**src/rtl/jac_pc_pkg.sv**
```systemverilog
// Shared definitions for the Jac1 program counter: default widths,
// reset address and the per-cycle update selection.
package jac_pc_pkg;

  localparam int unsigned PC_WIDTH_DEF    = 8;
  localparam int unsigned STACK_DEPTH_DEF = 4;
  localparam logic [PC_WIDTH_DEF-1:0] RESET_PC_DEF = {PC_WIDTH_DEF{1'b1}};

  // Which pc update happens on the next edge, after priority resolution.
  typedef enum logic [2:0] {
    OP_HOLD,
    OP_RET,
    OP_CALL,
    OP_JUMP,
    OP_INC
  } pc_op_e;

  // Ceiling log2, never less than 1 so derived widths stay legal.
  function automatic int unsigned clog2(input int unsigned value);
    int unsigned r;
    r = 0;
    for (int unsigned i = 0; i < 32; i++) begin
      if ((32'd1 << i) < value) r = i + 1;
    end
    return (r == 0) ? 1 : r;
  endfunction

endpackage

```
**src/rtl/program_counter_stack_if.sv**
```systemverilog
// Decoder-to-program-counter bus: control strobes and target in,
// pc and stack status out.
interface program_counter_stack_if
  import jac_pc_pkg::*;
#(
  parameter int unsigned PC_WIDTH    = PC_WIDTH_DEF,
  parameter int unsigned STACK_DEPTH = STACK_DEPTH_DEF
);

  localparam int unsigned DEPTH_W = clog2(STACK_DEPTH + 1);

  logic                stall;
  logic                wr_en;
  logic                add_offset;
  logic                call;
  logic                ret;
  logic [PC_WIDTH-1:0] counteradress;
  logic [PC_WIDTH-1:0] pc;
  logic [DEPTH_W-1:0]  sp_depth;
  logic                stack_empty;
  logic                stack_full;
  logic                ovf_err;
  logic                unf_err;

  // Instruction decoder side.
  modport master (
    output stall, wr_en, add_offset, call, ret, counteradress,
    input  pc, sp_depth, stack_empty, stack_full, ovf_err, unf_err
  );

  // Program counter side.
  modport slave (
    input  stall, wr_en, add_offset, call, ret, counteradress,
    output pc, sp_depth, stack_empty, stack_full, ovf_err, unf_err
  );

endinterface

```
**src/rtl/return_stack.sv**
```systemverilog
// Return-address LIFO. Push while full and pop while empty are dropped;
// if both strobes arrive together the pop wins.
module return_stack
  import jac_pc_pkg::*;
#(
  parameter int unsigned WIDTH   = PC_WIDTH_DEF,
  parameter int unsigned DEPTH   = STACK_DEPTH_DEF,
  parameter int unsigned DEPTH_W = clog2(DEPTH + 1)
) (
  input  logic               clk,
  input  logic               res,
  input  logic               push,
  input  logic               pop,
  input  logic [WIDTH-1:0]   din,
  output logic [WIDTH-1:0]   dout,
  output logic [DEPTH_W-1:0] depth,
  output logic               full,
  output logic               empty
);

  logic [WIDTH-1:0] mem [DEPTH];
  logic             do_push;
  logic             do_pop;

  assign full    = (depth == DEPTH_W'(DEPTH));
  assign empty   = (depth == '0);
  assign do_pop  = pop && !empty;
  assign do_push = push && !pop && !full;

  // Stack pointer: number of valid entries.
  always_ff @(posedge clk or posedge res) begin
    if (res) begin
      depth <= '0;
    end else if (do_pop) begin
      depth <= depth - DEPTH_W'(1);
    end else if (do_push) begin
      depth <= depth + DEPTH_W'(1);
    end
  end

  // Entry storage; contents need no reset.
  always_ff @(posedge clk) begin
    for (int unsigned i = 0; i < DEPTH; i++) begin
      if (do_push && (DEPTH_W'(i) == depth)) mem[i] <= din;
    end
  end

  // Top-of-stack read, zero when empty.
  always_comb begin
    dout = '0;
    for (int unsigned i = 0; i < DEPTH; i++) begin
      if (DEPTH_W'(i + 1) == depth) dout = mem[i];
    end
  end

endmodule

```
**src/rtl/program_counter_stack.sv**
```systemverilog
// Jac1 program counter: increment, absolute/relative jump, call/return
// through a hardware return stack, stall hold and sticky stack errors.
module program_counter_stack
  import jac_pc_pkg::*;
#(
  parameter int unsigned       PC_WIDTH    = PC_WIDTH_DEF,
  parameter int unsigned       STACK_DEPTH = STACK_DEPTH_DEF,
  parameter logic [PC_WIDTH-1:0] RESET_PC  = '1
) (
  input  logic                    clk,
  input  logic                    res,
  program_counter_stack_if.slave  bus
);

  localparam int unsigned DEPTH_W = clog2(STACK_DEPTH + 1);

  pc_op_e              op;
  logic [PC_WIDTH-1:0] pc_q;
  logic [PC_WIDTH-1:0] pc_inc;
  logic [PC_WIDTH-1:0] target;
  logic [PC_WIDTH-1:0] stack_top;
  logic [DEPTH_W-1:0]  depth;
  logic                full;
  logic                empty;
  logic                ovf_q;
  logic                unf_q;

  assign pc_inc = pc_q + PC_WIDTH'(1);
  assign target = bus.add_offset ? (pc_q + bus.counteradress) : bus.counteradress;

  // Resolve strobes in priority order: stall, ret, call, jump, increment.
  always_comb begin
    op = OP_INC;
    if (bus.stall)      op = OP_HOLD;
    else if (bus.ret)   op = OP_RET;
    else if (bus.call)  op = OP_CALL;
    else if (bus.wr_en) op = OP_JUMP;
  end

  return_stack #(
    .WIDTH   (PC_WIDTH),
    .DEPTH   (STACK_DEPTH),
    .DEPTH_W (DEPTH_W)
  ) u_stack (
    .clk   (clk),
    .res   (res),
    .push  (op == OP_CALL),
    .pop   (op == OP_RET),
    .din   (pc_inc),
    .dout  (stack_top),
    .depth (depth),
    .full  (full),
    .empty (empty)
  );

  // Program counter and sticky error flags.
  always_ff @(posedge clk or posedge res) begin
    if (res) begin
      pc_q  <= RESET_PC;
      ovf_q <= 1'b0;
      unf_q <= 1'b0;
    end else begin
      case (op)
        OP_RET: begin
          if (empty) begin
            pc_q  <= pc_inc;
            unf_q <= 1'b1;
          end else begin
            pc_q <= stack_top;
          end
        end
        OP_CALL: begin
          pc_q <= target;
          if (full) ovf_q <= 1'b1;
        end
        OP_JUMP: pc_q <= target;
        OP_INC:  pc_q <= pc_inc;
        default: ;
      endcase
    end
  end

  assign bus.pc          = pc_q;
  assign bus.sp_depth    = depth;
  assign bus.stack_empty = empty;
  assign bus.stack_full  = full;
  assign bus.ovf_err     = ovf_q;
  assign bus.unf_err     = unf_q;

endmodule

```
**src/flat_wrapper.sv**
```systemverilog
// flat-port wrapper written by rule: the top's interface ports become plain ports
module program_counter_stack_flat import jac_pc_pkg::*;
#(
  parameter int unsigned       PC_WIDTH    = PC_WIDTH_DEF,
  parameter int unsigned       STACK_DEPTH = STACK_DEPTH_DEF,
  parameter logic [PC_WIDTH-1:0] RESET_PC  = '1
)
  (clk, res, bus_stall, bus_wr_en, bus_add_offset, bus_call, bus_ret, bus_counteradress, bus_pc, bus_sp_depth, bus_stack_empty, bus_stack_full, bus_ovf_err, bus_unf_err);
  program_counter_stack_if #(.PC_WIDTH(PC_WIDTH), .STACK_DEPTH(STACK_DEPTH)) bus_i ();
  input  logic clk;
  input  logic res;
  input wire logic [$bits(bus_i.stall)-1:0] bus_stall;
  input wire logic [$bits(bus_i.wr_en)-1:0] bus_wr_en;
  input wire logic [$bits(bus_i.add_offset)-1:0] bus_add_offset;
  input wire logic [$bits(bus_i.call)-1:0] bus_call;
  input wire logic [$bits(bus_i.ret)-1:0] bus_ret;
  input wire logic [$bits(bus_i.counteradress)-1:0] bus_counteradress;
  output wire logic [$bits(bus_i.pc)-1:0] bus_pc;
  output wire logic [$bits(bus_i.sp_depth)-1:0] bus_sp_depth;
  output wire logic [$bits(bus_i.stack_empty)-1:0] bus_stack_empty;
  output wire logic [$bits(bus_i.stack_full)-1:0] bus_stack_full;
  output wire logic [$bits(bus_i.ovf_err)-1:0] bus_ovf_err;
  output wire logic [$bits(bus_i.unf_err)-1:0] bus_unf_err;
  assign bus_i.stall = bus_stall;
  assign bus_i.wr_en = bus_wr_en;
  assign bus_i.add_offset = bus_add_offset;
  assign bus_i.call = bus_call;
  assign bus_i.ret = bus_ret;
  assign bus_i.counteradress = bus_counteradress;
  assign bus_pc = bus_i.pc;
  assign bus_sp_depth = bus_i.sp_depth;
  assign bus_stack_empty = bus_i.stack_empty;
  assign bus_stack_full = bus_i.stack_full;
  assign bus_ovf_err = bus_i.ovf_err;
  assign bus_unf_err = bus_i.unf_err;
  program_counter_stack #(.PC_WIDTH(PC_WIDTH), .STACK_DEPTH(STACK_DEPTH), .RESET_PC(RESET_PC)) u_core (.clk(clk), .res(res), .bus(bus_i));
endmodule
```
**config.mk**
```make
export PLATFORM = sky130hd
export DESIGN_NAME = program_counter_stack_flat
export DESIGN_NICKNAME = d
export VERILOG_FILES = /design/src/rtl/jac_pc_pkg.sv /design/src/rtl/program_counter_stack_if.sv /design/src/rtl/return_stack.sv /design/src/rtl/program_counter_stack.sv /design/src/flat_wrapper.sv
export SDC_FILE = /design/constraint.sdc
export NUM_CORES = 1
export LEC_CHECK = 0
export ABC_CLOCK_PERIOD_IN_PS = 4500
export CAP_MARGIN = 20
export CORE_ASPECT_RATIO = 1.25
export CORE_MARGIN = 2
export CORE_UTILIZATION = 60
export CTS_CLUSTER_SIZE = 25
export DETAILED_ROUTE_END_ITERATION = 10
export PLACE_DENSITY = 0.82
export SETUP_SLACK_MARGIN = 0.05
export SLEW_MARGIN = 30
export SYNTH_ARGS = -nofsm -noshare
export SYNTH_HDL_FRONTEND = slang
export SYNTH_SLANG_ARGS = --single-unit
```
**constraint.sdc**
```tcl
create_clock -name clk -period 4.5 [get_ports clk]
set_input_delay 0.9 -clock clk [delete_from_list [all_inputs] [get_ports clk]]
set_output_delay 0.9 -clock clk [all_outputs]
set_load 0.02 [all_outputs]
```
# Yosys cells after proc, flatten, opt, wreduce, memory -nomap -nowiden
# Memory sizes are Yosys's and may differ from the RTL's.
# Index checks and enable logic that the tools add are counted.
dict set report totals {
  output_inout_bits 15
  reg_bits 13
  mem_bits_rw 32
  mem_bits_ro 0
  input_bits 15
  latchBits 0
  mem_count 1
}
dict set report classes {
  muxes 30
  n_mul 0
  reduce_logical 19
  div_mod_pow 0
  n_bitwise 0
  eq_ne 9
  n_lt_le_gt_ge 0
  shifts 0
  n_addsub 4
}
# memory words word_bits read_ports rd_ports_with_merged_regs write_ports line
set memory_table {}
lappend memory_table {u_core.u_stack.mem 4 8 4 0 1 return_stack.sv:21} ;# logic [WIDTH-1:0] mem [DEPTH];
# operator n
set op_table {}
lappend op_table {{two-way mux 8 bit} 9}
lappend op_table {{one-hot mux 8 bit (3 select lines)} 1}
lappend op_table {{OR reduction 8 bit} 3}
lappend op_table {{two-way mux 3 bit} 6}
lappend op_table {{two-way mux 1 bit} 11}
lappend op_table {{adder 8 x 1 -> 8 bit (second input constant)} 1}
lappend op_table {{adder 8 bit} 1}
lappend op_table {{logical AND 1 bit} 7}
lappend op_table {{equality test 2 x 3 -> 1 bit (first input constant)} 2}
lappend op_table {{equality test 3 x 2 -> 1 bit (second input constant)} 2}
lappend op_table {{equality test 3 bit (second input constant)} 2}
lappend op_table {{two-way mux 2 bit} 3}
lappend op_table {{AND reduction 2 bit} 2}
lappend op_table {{adder 3 x 1 -> 3 bit (second input constant)} 1}
lappend op_table {{equality test 1 x 3 -> 1 bit (first input constant)} 1}
lappend op_table {{equality test 3 x 1 -> 1 bit (second input constant)} 1}
lappend op_table {{equality test 3 bit (first input constant)} 1}
lappend op_table {{zero test 1 bit} 3}
lappend op_table {{zero test 3 bit} 1}
lappend op_table {{nonzero test 3 bit} 1}
lappend op_table {{subtractor 3 x 1 -> 3 bit (second input constant)} 1}
lappend op_table {{nonzero test 2 bit} 1}
lappend op_table {{OR reduction 2 bit} 1}

# Logic depth before layout (Yosys ltp)
# Gate-level depths: netlist of run 1.
dict set report depth {
  depth_word 15
  mapped_depth 8
}

# Cells and area by module
# Synthesis of run 1 repeated with hierarchy kept, for this count alone.
dict set report unflattened {
  hier_cells 245
  area_unflattened_um2 2650.0
}
# module cells_each area_per_inst_um2 instances
set by_module_without_submodules {}
lappend by_module_without_submodules {return_stack 109 1539.0 1}
lappend by_module_without_submodules {program_counter_stack 136 1111.1 1}

# Least setup slack after synthesis of run 1
# No wires, ideal clock.
dict set report synth_timing {
  kind {in2reg}
  startpoint {input bus_counteradress[0]}
  endpoint {register u_core.pc_q[6], in the netlist u_core.bus.pc[6]}
  setup_slack_ns 2.028
  setup_time_ns 0.084
  stages 8
  arrival_time_ns 2.388
  path_cell_list {ha_1 -> inv_1 -> fa_1 -> nor2b_4 -> o31a_1 -> o2111a_1 -> nor4_1 -> o32a_2}
}
dict set report synth_between {
  elab_chain_cells 3
}
# item line
set synth_rtl {}
lappend synth_rtl {{from (decl)} flat_wrapper.sv:17} ;# input wire logic [$bits(bus_i.counteradress)-1:0] bus_counteradress;
lappend synth_rtl {{adder 8 bit} program_counter_stack.sv:29} ;# assign target = bus.add_offset ? (pc_q + bus.counteradress) : bus.counteradress;
lappend synth_rtl {{two-way mux 8 bit} program_counter_stack.sv:29}
lappend synth_rtl {{one-hot mux 8 bit (3 select lines)} program_counter_stack.sv:63} ;# case (op)
lappend synth_rtl {{to (signal assigned)} program_counter_stack.sv:66} ;# pc_q <= pc_inc;
lappend synth_rtl {{to (signal assigned)} program_counter_stack.sv:69} ;# pc_q <= stack_top;
lappend synth_rtl {{to (signal assigned)} program_counter_stack.sv:73} ;# pc_q <= target;
lappend synth_rtl {{to (decl)} program_counter_stack.sv:18} ;# logic [PC_WIDTH-1:0] pc_q;
# No other way between the ends.
# A chain may end at the register's enable or synchronous reset.

# Worst setup path in the final report of run 1
dict set report layout_timing {
  startpoint {register u_core.u_stack.depth[0]}
  endpoint {output bus_stack_full}
}
dict set report layout_between {
  elab_chain_cells 1
}
# item line
set layout_rtl {}
lappend layout_rtl {{from (decl)} return_stack.sv:16} ;# output logic [DEPTH_W-1:0] depth,
lappend layout_rtl {{from (signal assigned)} return_stack.sv:35} ;# depth <= depth - DEPTH_W'(1);
lappend layout_rtl {{from (signal assigned)} return_stack.sv:37} ;# depth <= depth + DEPTH_W'(1);
lappend layout_rtl {{equality test 3 bit} return_stack.sv:25} ;# assign full = (depth == DEPTH_W'(DEPTH));
lappend layout_rtl {{to (decl)} flat_wrapper.sv:21} ;# output wire logic [$bits(bus_i.stack_full)-1:0] bus_stack_full;
# No other way between the ends.

==> key figures, run 1 <==
Synthesis
  • Cell taking the most area after synthesis: edfxtp_1
  • Synth Register Bits: 45
  • Cells after Synth: around 250
  • Syn_nets: roughly 280
  • Syn Area/Cell: 10.7 µm²
  • Ys async rst share: 28.9%
  • Synthesized area: 2620 µm²
  • Synth top area cells: edfxtp_1, dfstp_2, ha_1
  • Most frequent cells after synthesis: edfxtp_1, nand2_1, o21ai_0
  • Sequential area share after synthesis: 49.5%
  • EDFF count, synth: 32
  • Dominant synthesized flop cell: edfxtp_1
  • Synth warn: 0
  • Cell with the most instances after synthesis: edfxtp_1
  • Netlist cell types: 53
  • Top-area cell type share of the netlist area: 36.7%

Critical path
  • Critical-path maximum fanout: 14
  • Critical Path AT: roughly 2400 ps
  • Worst path slowest cell: clkdlybuf4s50_1
  • Crit-path max cell delay: approximately 630 ps
  • Critical path endpoint category: output pin
  • Crit path top cell by count: inv_1
  • Startpoint types: flip-flop
  • Worst-path cell chain: inv_1 -> ha_1 -> nand2_1 -> inv_1 -> clkdlybuf4s50_1
  • CP required: 3600 ps
  • Crit path kind: reg -> out

Timing
  • Worst Skew: ~9.5 ps
  • RSZ-0062 raised after global routing: false
  • Fin worst setup slack: about 1200 ps
  • Fmax: ~0.31 GHz
  • Hold Fails Final Rpt: 0
  • Transition time of the tightest slew-check pin: about 650 ps
  • Max-slew headroom: between 50% and 60%
  • Setup TNS: 0 ps
  • Fin crit period: ~3300 ps
  • Final setup viols: 0
  • Pins Over Slew Limit: 0
  • Tcrit/Tclk final: roughly 72%

Routing
  • Starting DRT DRC Count: 96
  • ANT nets after route: 0
  • WL per Instance: roughly 17 µm
  • # DRC: 0
  • Average vias per placed instance: roughly 6
  • Pre-antenna DRT Iters: 4
  • Vias after detailed routing: 2017
  • WL final: 5740 µm

Job
  • MaxCap Viol Count: 0

Outcome
  • Status: finished, final reports clean

Global routing
  • Tot GR Track Use: between 20 and 30%
  • Largest net degree at the start of global routing: 15
  • GR Layer Usage met1: between 20 and 30%
  • GR peak layer: met2
  • Met3 Use GR: approximately 4.8%
  • Met2 usage: between 40% and 50%
  • Vias in the first global route: around 2000
  • Initial antenna violation count: 0
  • First-pass GRT wire length: between 9000 and 10000 µm
  • Grt ovf: 0

Min path
  • Worst Hold Class: reg -> reg

Power
  • Clock power frac: a little over an eighth
  • Psw: around 0.00075 W
  • Pint: around 0.0011 W
  • Peak VDD IR: 0.000479 V
  • Static Leakage: 1.13 nW
  • Combinational power share: 49.1%
  • Sequential share of power: between 30% and 40%
  • PwrDens: about 600 nW/µm²
  • Sw Share: 41.0%

Die
  • Boundary Pins: 30
  • Die width: 63.1 µm
  • Starting density of the core: between 60% and 70%
  • Die area: 4910 µm²
  • Num rows: 26
  • Floorplan Core Area: between 4000 and 5000 µm²
  • Die height: between 70 and 80 µm

Clocking
  • CTS H-tree lvls: 2
  • Cts bufs inserted: 5
  • CTS tree: yes
  • Clock transition at path regs: around 80 ps
  • Clock latency on the worst-skew pair: approximately 300 ps
  • Clock sink total: 45
  • Clock Path Buffers: 2
  • CTS root buf: clkbuf_8
  • Post-CTS setup buffers: 0
  • CTS resizes: 0
  • Hold_buf cts: 0

Layout
  • Number of diodes: 0
  • Fraction of layout cells with a size suffix above 1: 10.1%
  • Nets: around 310
  • Area grow syn2layout: 16.2%

Placed design
  • Placer Congestion: slightly below 0.9
  • Port bufs: 29
  • HPWL after DPL: 4430 µm
  • DP Worst Slack: about 1400 ps
## layout by cell type (no fill, tap or decap), types with 5 or more instances in the layout
master,synthesis,layout
ha_1,14,14
clkdlybuf4s50_1,0,29
clkbuf_8,0,5
a22oi_1,8,8
inv_1,14,14
nor2_1,11,11
nand3_1,11,11
mux2i_1,8,8
a21oi_1,10,10
dfrtp_1,5,5
o21ai_0,15,15
o211ai_1,7,7
edfxtp_1,32,32
dfstp_2,8,8
xnor2_1,8,8
nand2_1,27,27
## cells by family after synthesis
group | synth area share, %
xor+xnor | 3.01
compound gates | 18.6
flops | 49.5
simple gates | 14.9
mux | 3.06
fa+ha+maj | 7.45
buf+inv | 3.58
## per-stage QoR
step / utilization, % / power [W] / std cells / cell area (µm²) / hold WS [ps]
floorplan: - / 0.00128 / 246 / 2620 / 527
global placement: 71.6 / 0.00156 / 324 / 2960 / 443
detailed placement: 71.6 / 0.00158 / 324 / 2960 / 449
CTS: 73.7 / 0.00182 / 332 / 3040 / 476
global route: 73.7 / 0.00195 / 332 / 3040 / 494
finish: 73.7 / 0.00182 / 332 / 3040 / 475
## worst paths after layout
check / cells past startpoint / slack, ps / startpoint / endpoint
max: 5 / 1250 / u_core.u_stack.depth[0] / bus_stack_full
min: 1 / 480 / u_core.bus.unf_err / u_core.bus.unf_err
max reg2reg: 8 / 2150 / u_core.bus.pc[0] / u_core.bus.pc[6]
min reg2reg: 1 / 480 / u_core.bus.unf_err / u_core.bus.unf_err
max in group asynchronous: 2 / 3200 / res / u_core.bus.pc[6]
min in group asynchronous: 2 / 940 / res / u_core.bus.unf_err
## power by group through the flow
stage	clock (W)	sequential (W)	combinational, W
2_1_floorplan	0	0.000724	0.000558
3_5_place_dp	0	0.000695	0.000888
4_1_cts	0.000244	0.000687	0.000893
5_1_grt	0.000261	0.000702	0.000988
6_report	0.000238	0.000689	0.000895
3_3_place_gp	0	0.000691	0.000867
## metal layers
metal | part of all wire, % | routed length (µm)
met5 | 0 | 0
met4 | 1.3 | 77
met3 | 4.5 | 259
met2 | 53 | 3060
met1 | 41 | 2340
## worst max-delay path, delay by kind of cell (launching register included)
| family | cells | cell delay, ps |
|---|---|---|
| buffers and inverters | 3 | 970 |
| adder cells (fa/ha/maj) | 1 | 510 |
| flip-flops | 1 | 420 |
| AND/OR/NAND/NOR | 1 | 160 |
## cell type report
cell class / count / area [µm²]
fill: 319 / 1090
sequential: 45 / 1300
timing repair buffer: 31 / 305
inverter: 15 / 56.3
clock inverter: 3 / 17.5
multi-input combinational: 177 / 1230
tap: 56 / 70.1
clock buffer: 5 / 68.8
## state kept, by name, summed over array words and instances, names as in the netlist
register / count
u_core.bus.ovf_err: 1
u_core.bus.pc: 8
u_core.bus.unf_err: 1
u_core.u_stack.depth: 3
u_core.u_stack.mem: 32
Note: power is estimated with default switching activity, not from simulation.
==> run 2: changes to the inputs <==
--- a/config.mk
+++ b/config.mk
@@ -5,14 +5,14 @@
 export SDC_FILE = /design/constraint.sdc
 export NUM_CORES = 1
 export LEC_CHECK = 0
-export ABC_CLOCK_PERIOD_IN_PS = 4500
+export ABC_CLOCK_PERIOD_IN_PS = 3200
 export CAP_MARGIN = 20
 export CORE_ASPECT_RATIO = 1.25
 export CORE_MARGIN = 2
-export CORE_UTILIZATION = 60
+export CORE_UTILIZATION = 56
 export CTS_CLUSTER_SIZE = 25
 export DETAILED_ROUTE_END_ITERATION = 10
-export PLACE_DENSITY = 0.82
+export PLACE_DENSITY = 0.77
 export SETUP_SLACK_MARGIN = 0.05
 export SLEW_MARGIN = 30
 export SYNTH_ARGS = -nofsm -noshare
==> constraint.sdc (replaced) <==
create_clock -name clk -period 3.2 [get_ports clk]
set_input_delay 0.64 -clock clk [delete_from_list [all_inputs] [get_ports clk]]
set_output_delay 0.64 -clock clk [all_outputs]
set_load 0.02 [all_outputs]
==> run 2 against run 1 <==
Compared with the run above:
- sequential share of layout area decreased by 0.50 points
- non-clock buffer count is 3 higher
- routed wire length about the same
- critical path type unchanged
- highest routed layer unchanged
- total power up 43%
- hold slack got worse by 11 ps
- first-iteration DRC count down 52%
==> key figures, run 2 (same netlist as run 1, synthesis figures left out) <==
Clocking
  • CTS H-tree lvls: 2 (unchanged)
  • Hold_buf cts: 0 (unchanged)
  • CTS resizes: 0 (unchanged)
  • CTS root buf: clkbuf_8 (unchanged)
  • Clock latency on the worst-skew pair: 310 ps (was 300 ps)
  • Post-CTS setup buffers: 0 (unchanged)
  • CTS tree: yes (unchanged)
  • Clock Path Buffers: 2 (unchanged)
  • Clock sink total: 45 (unchanged)
  • Clock transition at path regs: 100 ps (was 80 ps)
  • Cts bufs inserted: 5 (unchanged)

Timing
  • RSZ-0062 raised after global routing: false (unchanged)
  • Final setup viols: 0 (unchanged)
  • Setup TNS: 0 ps (unchanged)
  • Worst hold slack: 464 ps (was 475 ps)
  • Fmax: between 0.3 and 0.4 GHz
  • Hold Fails Final Rpt: 0 (unchanged)
  • Tcrit/Tclk final: about 93%
  • Max-slew headroom: 60.9% (was 56.4%)
  • Pins Over Slew Limit: 0 (unchanged)
  • Worst Skew: 12.4 ps (was 9.49 ps)
  • Transition time of the tightest slew-check pin: 585 ps (was 652 ps)
  • Fin crit period: 2980 ps

Global routing
  • Vias in the first global route: 1945 (was 2016)
  • Initial antenna violation count: 0 (unchanged)
  • Grt ovf: 0 (unchanged)
  • Largest net degree at the start of global routing: 18 (was 15)
  • First-pass GRT wire length: 9250 µm (was 9650 µm)
  • Tot GR Track Use: 23.5% (was 25.4%)

Power
  • Psw: 0.00107 W (was 0.000748 W)
  • Peak VDD IR: 0.000471 V (was 0.000479 V)
  • Combinational power share: 48.3% (was 49.1%)
  • Sw Share: 41.3% (was 41.0%)
  • Clock power frac: 14.5% (was 13.1%)
  • Sequential share of power: 37.2% (was 37.8%)
  • Pint: 0.00153 W (was 0.00107 W)
  • Static Leakage: 1.15 nW (was 1.13 nW)
  • PwrDens: 844 nW/µm² (was 599 nW/µm²)

Placed design
  • Port bufs: 29 (unchanged)
  • HPWL after DPL: 4450 µm (was 4430 µm)
  • Placer Congestion: 0.850 (was 0.869)

Critical path
  • Startpoint types: flip-flop (unchanged)
  • CP required: 2560 ps (was 3600 ps)
  • Worst Setup EP: bus_stack_full (unchanged)
  • Critical path endpoint category: output pin (unchanged)
  • Crit path kind: reg -> out (unchanged)
  • Reg-to-reg setup timing slack: 830 ps (was 2150 ps)
  • Critical path origin: u_core.u_stack.depth[0] (unchanged)
  • Critical-path maximum fanout: 14 (unchanged)
  • Reg-to-reg critical path startpoint: u_core.bus.pc[0] (unchanged)
  • RR Endpoint: u_core.bus.pc[6] (unchanged)
  • Critical Path AT: 2340 ps (was 2350 ps)
  • Cells on worst reg2reg path: 8 (unchanged)

Layout
  • Largest reg by FF count: u_core.u_stack.mem (unchanged)
  • Number of diodes: 0 (unchanged)
  • Commonest non-fill, non-tap cell in the layout: edfxtp_1 (unchanged)
  • Layout filler cell count: 355 (was 319)
  • Nets: 308 (was 305)
  • Most frequent cells in the layout: edfxtp_1, clkdlybuf4s50_1, nand2_1, o21ai_0 (unchanged)
  • Fraction of layout cells with a size suffix above 1: 11.5% (was 10.1%)
  • Max FFs per register: 32 (unchanged)
  • Layout Utilization: 69.1% (was 73.7%)
  • Area grow syn2layout: 17.6% (was 16.2%)

Die
  • Boundary Pins: 30 (unchanged)
  • Num rows: 27 (was 26)
  • Die area: 5250 µm² (was 4910 µm²)
  • Die height: 80.5 µm (was 77.9 µm)
  • Floorplan Core Area: 4460 µm² (was 4130 µm²)
  • Starting density of the core: 58.8% (was 63.4%)
  • Die width: 65.2 µm (was 63.1 µm)

Outcome
  • Status: finished, final reports clean (unchanged)

Routing
  • Vias after detailed routing: 2005 (was 2017)
  • WL final: 5740 µm (about the same)
  • Average vias per placed instance: 5.95 (was 6.08)
  • ANT nets after route: 0 (unchanged)
  • # DRC: 0 (unchanged)
  • WL per Instance: 17.0 µm (was 17.3 µm)
  • Starting DRT DRC Count: 46 (was 96)
  • Pre-antenna DRT Iters: 4 (unchanged)

Min path
  • WHS Path Cells: 1 (unchanged)
  • Worst Hold Class: reg -> reg (unchanged)

Job
  • MaxCap Viol Count: 0 (unchanged)
run 2: changes by cell type in the layout (fill, tap and decap cells not counted):
cell	change
inv_6	+2
clkinv_1	-1
inv_8	+1
clkinv_2	-1
clkinv_4	-1
buf_4	+3
run 2: power by group through the flow:
stage,clock (W),combinational [W],sequential [W]
final,0.000378,0.00126,0.000966
after global routing,0.000408,0.00139,0.000987
after CTS,0.000387,0.00126,0.000966
after detailed placement,0,0.00125,0.000978
after global placement,0,0.00123,0.000974
after floorplan,0,0.000785,0.00102
run 2: how the worst min path moves through the flow:
stage                                  start            endpoint  slack [ps]
after global routing      u_core.bus.ovf_err  u_core.bus.ovf_err         500
final                     u_core.bus.unf_err  u_core.bus.unf_err         460
after CTS                 u_core.bus.unf_err  u_core.bus.unf_err         470
after floorplan                          res  u_core.bus.ovf_err         510
after global placement    u_core.bus.unf_err  u_core.bus.unf_err         440
after detailed placement  u_core.bus.unf_err  u_core.bus.unf_err         440
run 2: layout make-up:
class	instances	area [µm²]	area share [%]
Clock buffer	5	68.8	2.23
Clock inverter	3	28.8	0.934
Inverter	15	56.3	1.83
Multi-Input combinational cell	177	1230	39.9
Sequential cell	45	1300	42.1
Tap cell	58	72.6	2.36
Timing Repair Buffer	34	328	10.6
run 2: routing by layer:
layer  GRT usage (%)  wire length [µm]  share of wire, %
met1            28.5              2440                43
met2            41.4              2970                52
met3            4.62               212               3.7
met4            8.33               116               2.0
met5               0                 0                 0
run 2: worst max-delay path: stages (launching register included):
cell and delay [ps]:
dfrtp_1 420, inv_1 140, ha_1 490, nand2_1 160, inv_1 190, clkdlybuf4s50_1 640
run 2: stage by stage:
| stage | instance area [µm²] | cells | power (W) | setup WS, ps |
|---|---|---|---|---|
| after floorplan | 2620 | 246 | 0.00180 | 955 |
| after global placement | 2980 | 329 | 0.00220 | 430 |
| after detailed placement | 2980 | 329 | 0.00223 | 325 |
| after CTS | 3080 | 337 | 0.00261 | 192 |
| after global routing | 3080 | 337 | 0.00279 | 103 |
| final | 3080 | 337 | 0.00260 | 224 |
==> run 3: changes to the inputs <==
--- a/config.mk
+++ b/config.mk
@@ -5,11 +5,12 @@
 export SDC_FILE = /design/constraint.sdc
 export NUM_CORES = 1
 export LEC_CHECK = 0
+export ABC_AREA = 1
 export ABC_CLOCK_PERIOD_IN_PS = 3200
 export CAP_MARGIN = 20
 export CORE_ASPECT_RATIO = 1.25
 export CORE_MARGIN = 2
-export CORE_UTILIZATION = 56
+export CORE_UTILIZATION = 57
 export CTS_CLUSTER_SIZE = 25
 export DETAILED_ROUTE_END_ITERATION = 10
 export PLACE_DENSITY = 0.77
==> run 3 against run 2 <==
Compared with the run above:
- global-route usage grew 2.9 points
- die area grew 4.1%
- combinational power grew 8%
- sequential power shrank 2%
- critical path type unchanged
- routed wire length grew 13%
- clock skew shrank 5.4 ps
- synthesized cell count grew 38%
- sequential cell count is the same
- maximum frequency grew 5.0%
- synthesized area grew 6.2%
- design area grew 5.1%
- critical endpoint unchanged
==> key figures, run 3 <==
Outcome
  • Status: finished, final reports clean (unchanged)

Power
  • Pint: 0.00148 W (was 0.00153 W)
  • Sequential share of power: 35.7% (was 37.2%)
  • Psw: 0.00118 W (was 0.00107 W)
  • Combinational power share: 51.3% (was 48.3%)
  • Peak VDD IR: 0.000406 V (was 0.000471 V)
  • Static Leakage: 1.47 nW (was 1.15 nW)
  • Clock power frac: 13.1% (was 14.5%)
  • PwrDens: 821 nW/µm² (was 844 nW/µm²)
  • Sw Share: 44.4% (was 41.3%)

Layout
  • Max FFs per register: 32 (unchanged)
  • Commonest non-fill, non-tap cell in the layout: nand2_1 (was edfxtp_1)
  • Area occupied by multi-input gates: 1270 µm² (was 1230 µm²)
  • Final Instance Count excl. Fillers: 437 (was 337)
  • FF+latch area: 1300 µm² (unchanged)
  • Layout filler cell count: 406 (was 355)
  • Nets: 406 (was 308)
  • Fraction of layout cells with a size suffix above 1: 10.3% (was 11.5%)
  • Fin area: 3240 µm² (was 3080 µm²)
  • Area grow syn2layout: 16.3% (was 17.6%)
  • Number of diodes: 0 (unchanged)
  • Largest reg by FF count: u_core.u_stack.mem (unchanged)
  • Most frequent cells in the layout: nand2_1, nor2_1, inv_1, nand3_1, edfxtp_1 (was edfxtp_1, clkdlybuf4s50_1, nand2_1, o21ai_0)

Routing
  • Starting DRT DRC Count: 200 (was 46)
  • WL final: 6510 µm (was 5740 µm)
  • ANT nets after route: 0 (unchanged)
  • # DRC: 0 (unchanged)
  • WL per Instance: 14.9 µm (was 17.0 µm)
  • Average vias per placed instance: 5.41 (was 5.95)
  • Pre-antenna DRT Iters: 4 (unchanged)
  • Vias after detailed routing: 2366 (was 2005)

Timing
  • Max-slew headroom: 59.8% (was 60.9%)
  • Pins Over Slew Limit: 0 (unchanged)
  • Fmax: 0.353 GHz (was 0.336 GHz)
  • RSZ-0062 raised after global routing: false (unchanged)
  • Hold Fails Final Rpt: 0 (unchanged)
  • Tcrit/Tclk final: 88.6% (was 93.0%)
  • Final setup viols: 0 (unchanged)
  • Transition time of the tightest slew-check pin: 600 ps (was 585 ps)
  • Fin crit period: 2830 ps (was 2980 ps)
  • Worst Skew: 7.01 ps (was 12.4 ps)
  • Setup TNS: 0 ps (unchanged)

Clocking
  • Clock sink total: 45 (unchanged)
  • Clock transition at path regs: 90 ps (was 100 ps)
  • Clock Path Buffers: 2 (unchanged)
  • CTS root buf: clkbuf_8 (unchanged)
  • Cts bufs inserted: 5 (unchanged)
  • Hold_buf cts: 0 (unchanged)
  • Clock latency on the worst-skew pair: 300 ps (was 310 ps)
  • CTS tree: yes (unchanged)
  • CTS H-tree lvls: 2 (unchanged)
  • Post-CTS setup buffers: 0 (unchanged)
  • CTS resizes: 0 (unchanged)

Job
  • MaxCap Viol Count: 0 (unchanged)

Die
  • Die height: 82.1 µm (was 80.5 µm)
  • Num rows: 28 (was 27)
  • Boundary Pins: 30 (unchanged)
  • Floorplan Core Area: 4730 µm² (was 4460 µm²)
  • Die area: 5460 µm² (was 5250 µm²)
  • Starting density of the core: 58.8% (about the same)
  • Die width: 66.5 µm (was 65.2 µm)

Critical path
  • CP delay by family, top: buffers and inverters (unchanged)
  • WP depth: 5 (unchanged)
  • Critical-path maximum fanout: 10 (was 14)
  • Worst path slowest cell: clkdlybuf4s50_1 (unchanged)
  • Crit path buf inv count: 3 (unchanged)
  • Crit-path max cell delay: 640 ps (about the same)
  • Crit path kind: reg -> out (unchanged)
  • Critical path endpoint category: output pin (unchanged)
  • Worst-path cell chain: inv_1 -> ha_1 -> nand2_1 -> inv_2 -> clkdlybuf4s50_1 (was inv_1 -> ha_1 -> nand2_1 -> inv_1 -> clkdlybuf4s50_1)
  • Critical Path AT: 2190 ps (was 2340 ps)
  • Cells on worst reg2reg path: 7 (was 8)
  • Startpoint types: flip-flop (unchanged)
  • CP required: 2560 ps (about the same)

Global routing
  • Tot GR Track Use: 26.4% (was 23.5%)
  • Initial antenna violation count: 0 (unchanged)
  • Largest net degree at the start of global routing: 18 (unchanged)
  • Grt ovf: 0 (unchanged)
  • First-pass GRT wire length: 10600 µm (was 9250 µm)
  • Vias in the first global route: 2359 (was 1945)

Synthesis
  • Syn_nets: 370 (was 276)
  • Top-area cell type share of the netlist area: 34.5% (was 36.7%)
  • Netlist cell types: 35 (was 53)
  • Cell with the most instances after synthesis: nand2_1 (was edfxtp_1)
  • Cells after Synth: 340 (was 246)
  • Synth top area cells: edfxtp_1, nand2_1, dfstp_2 (was edfxtp_1, dfstp_2, ha_1)
  • Synth Register Bits: 45 (unchanged)
  • Syn Area/Cell: 8.18 µm² (was 10.7 µm²)
  • Ys async rst share: 28.9% (unchanged)
  • Most frequent cells after synthesis: nand2_1, nor2_1, inv_1 (was edfxtp_1, nand2_1, o21ai_0)
  • EDFF count, synth: 32 (unchanged)
  • Cell taking the most area after synthesis: edfxtp_1 (unchanged)
  • Dominant synthesized flop cell: edfxtp_1 (unchanged)
  • Synthesized area: 2780 µm² (was 2620 µm²)
  • Synth warn: 0 (unchanged)
  • Sequential area share after synthesis: 46.6% (was 49.5%)

Min path
  • Worst Hold Class: reg -> reg (unchanged)
  • WHS Path Cells: 1 (unchanged)

Placed design
  • Dpl cells: 429 (was 329)
  • Port bufs: 29 (unchanged)
  • Placer Congestion: 0.881 (was 0.850)
  • HPWL after DPL: 5070 µm (was 4450 µm)
  • DP Area: 3160 µm² (was 2980 µm²)
[run 3: worst paths after layout]
path | from | endpoint | slack [ps]
min in group asynchronous | res | u_core.u_stack.depth[1] | 660
setup reg to reg | u_core.u_stack.depth[2] | u_core.bus.pc[6] | 1010
hold / removal | u_core.bus.unf_err | u_core.bus.unf_err | 490
max in group asynchronous | res | u_core.bus.pc[0] | 2180
hold reg to reg | u_core.bus.unf_err | u_core.bus.unf_err | 490
setup / recovery | u_core.u_stack.depth[0] | bus_stack_full | 370
[run 3: power by group through the flow]
stage	Combinational, W	Clock, W	Sequential, W
finish	0.00136	0.000347	0.000947
CTS	0.00136	0.000346	0.000947
floorplan	0.000858	0	0.000999
global placement	0.00132	0	0.000957
global route	0.00152	0.000364	0.000966
detailed placement	0.00135	0	0.000959
[run 3: worst register-to-register path: stages, from the launching register on]
cell      delay (ps)
dfrtp_1          570
inv_4            160
ha_1             150
clkinv_1         380
o21ai_0          400
o21bai_1         140
a21oi_1          210
a21oi_1          110
[run 3: logic make-up (layout without fill, tap and decap cells)]
family / after synthesis / count (layout) / synth area share (%)
xor+xnor: 6 / 6 / 1.89
fa+ha+maj: 15 / 15 / 7.01
flops: 45 / 45 / 46.6
compound gates: 31 / 31 / 6.97
simple gates: 188 / 188 / 29.6
buf+inv: 55 / 92 / 7.91
[run 3: area by class of cell]
| type | instances | area share [%] |
|---|---|---|
| clock buffers | 7 | 2.36 |
| flip-flops and latches | 45 | 40.0 |
| multi-input cells | 240 | 39.1 |
| repair buffers | 34 | 10.1 |
| inverters | 50 | 5.88 |
| clock inverters | 1 | 0.155 |
| well taps | 60 | 2.32 |
[run 3: metrics by stage]
| step | utilization, % | power, W | hold slack [ps] | worst slack [ps] |
|---|---|---|---|---|
| floorplan | - | 0.00186 | 511 | 1010 |
| global placement | 66.7 | 0.00228 | 468 | 708 |
| detailed placement | 66.7 | 0.00231 | 474 | 611 |
| CTS | 68.4 | 0.00266 | 492 | 363 |
| global route | 68.4 | 0.00285 | 498 | 276 |
| finish | 68.4 | 0.00266 | 493 | 365 |
[run 3: layer usage]
metal  GRT usage (%)  vias up  wire, µm
met1            29.6     1112      2590
met2            49.7       69      3500
li1                -     1166         -
met4            11.6        0       195
met3            3.12       19       226
met5               0        -         0
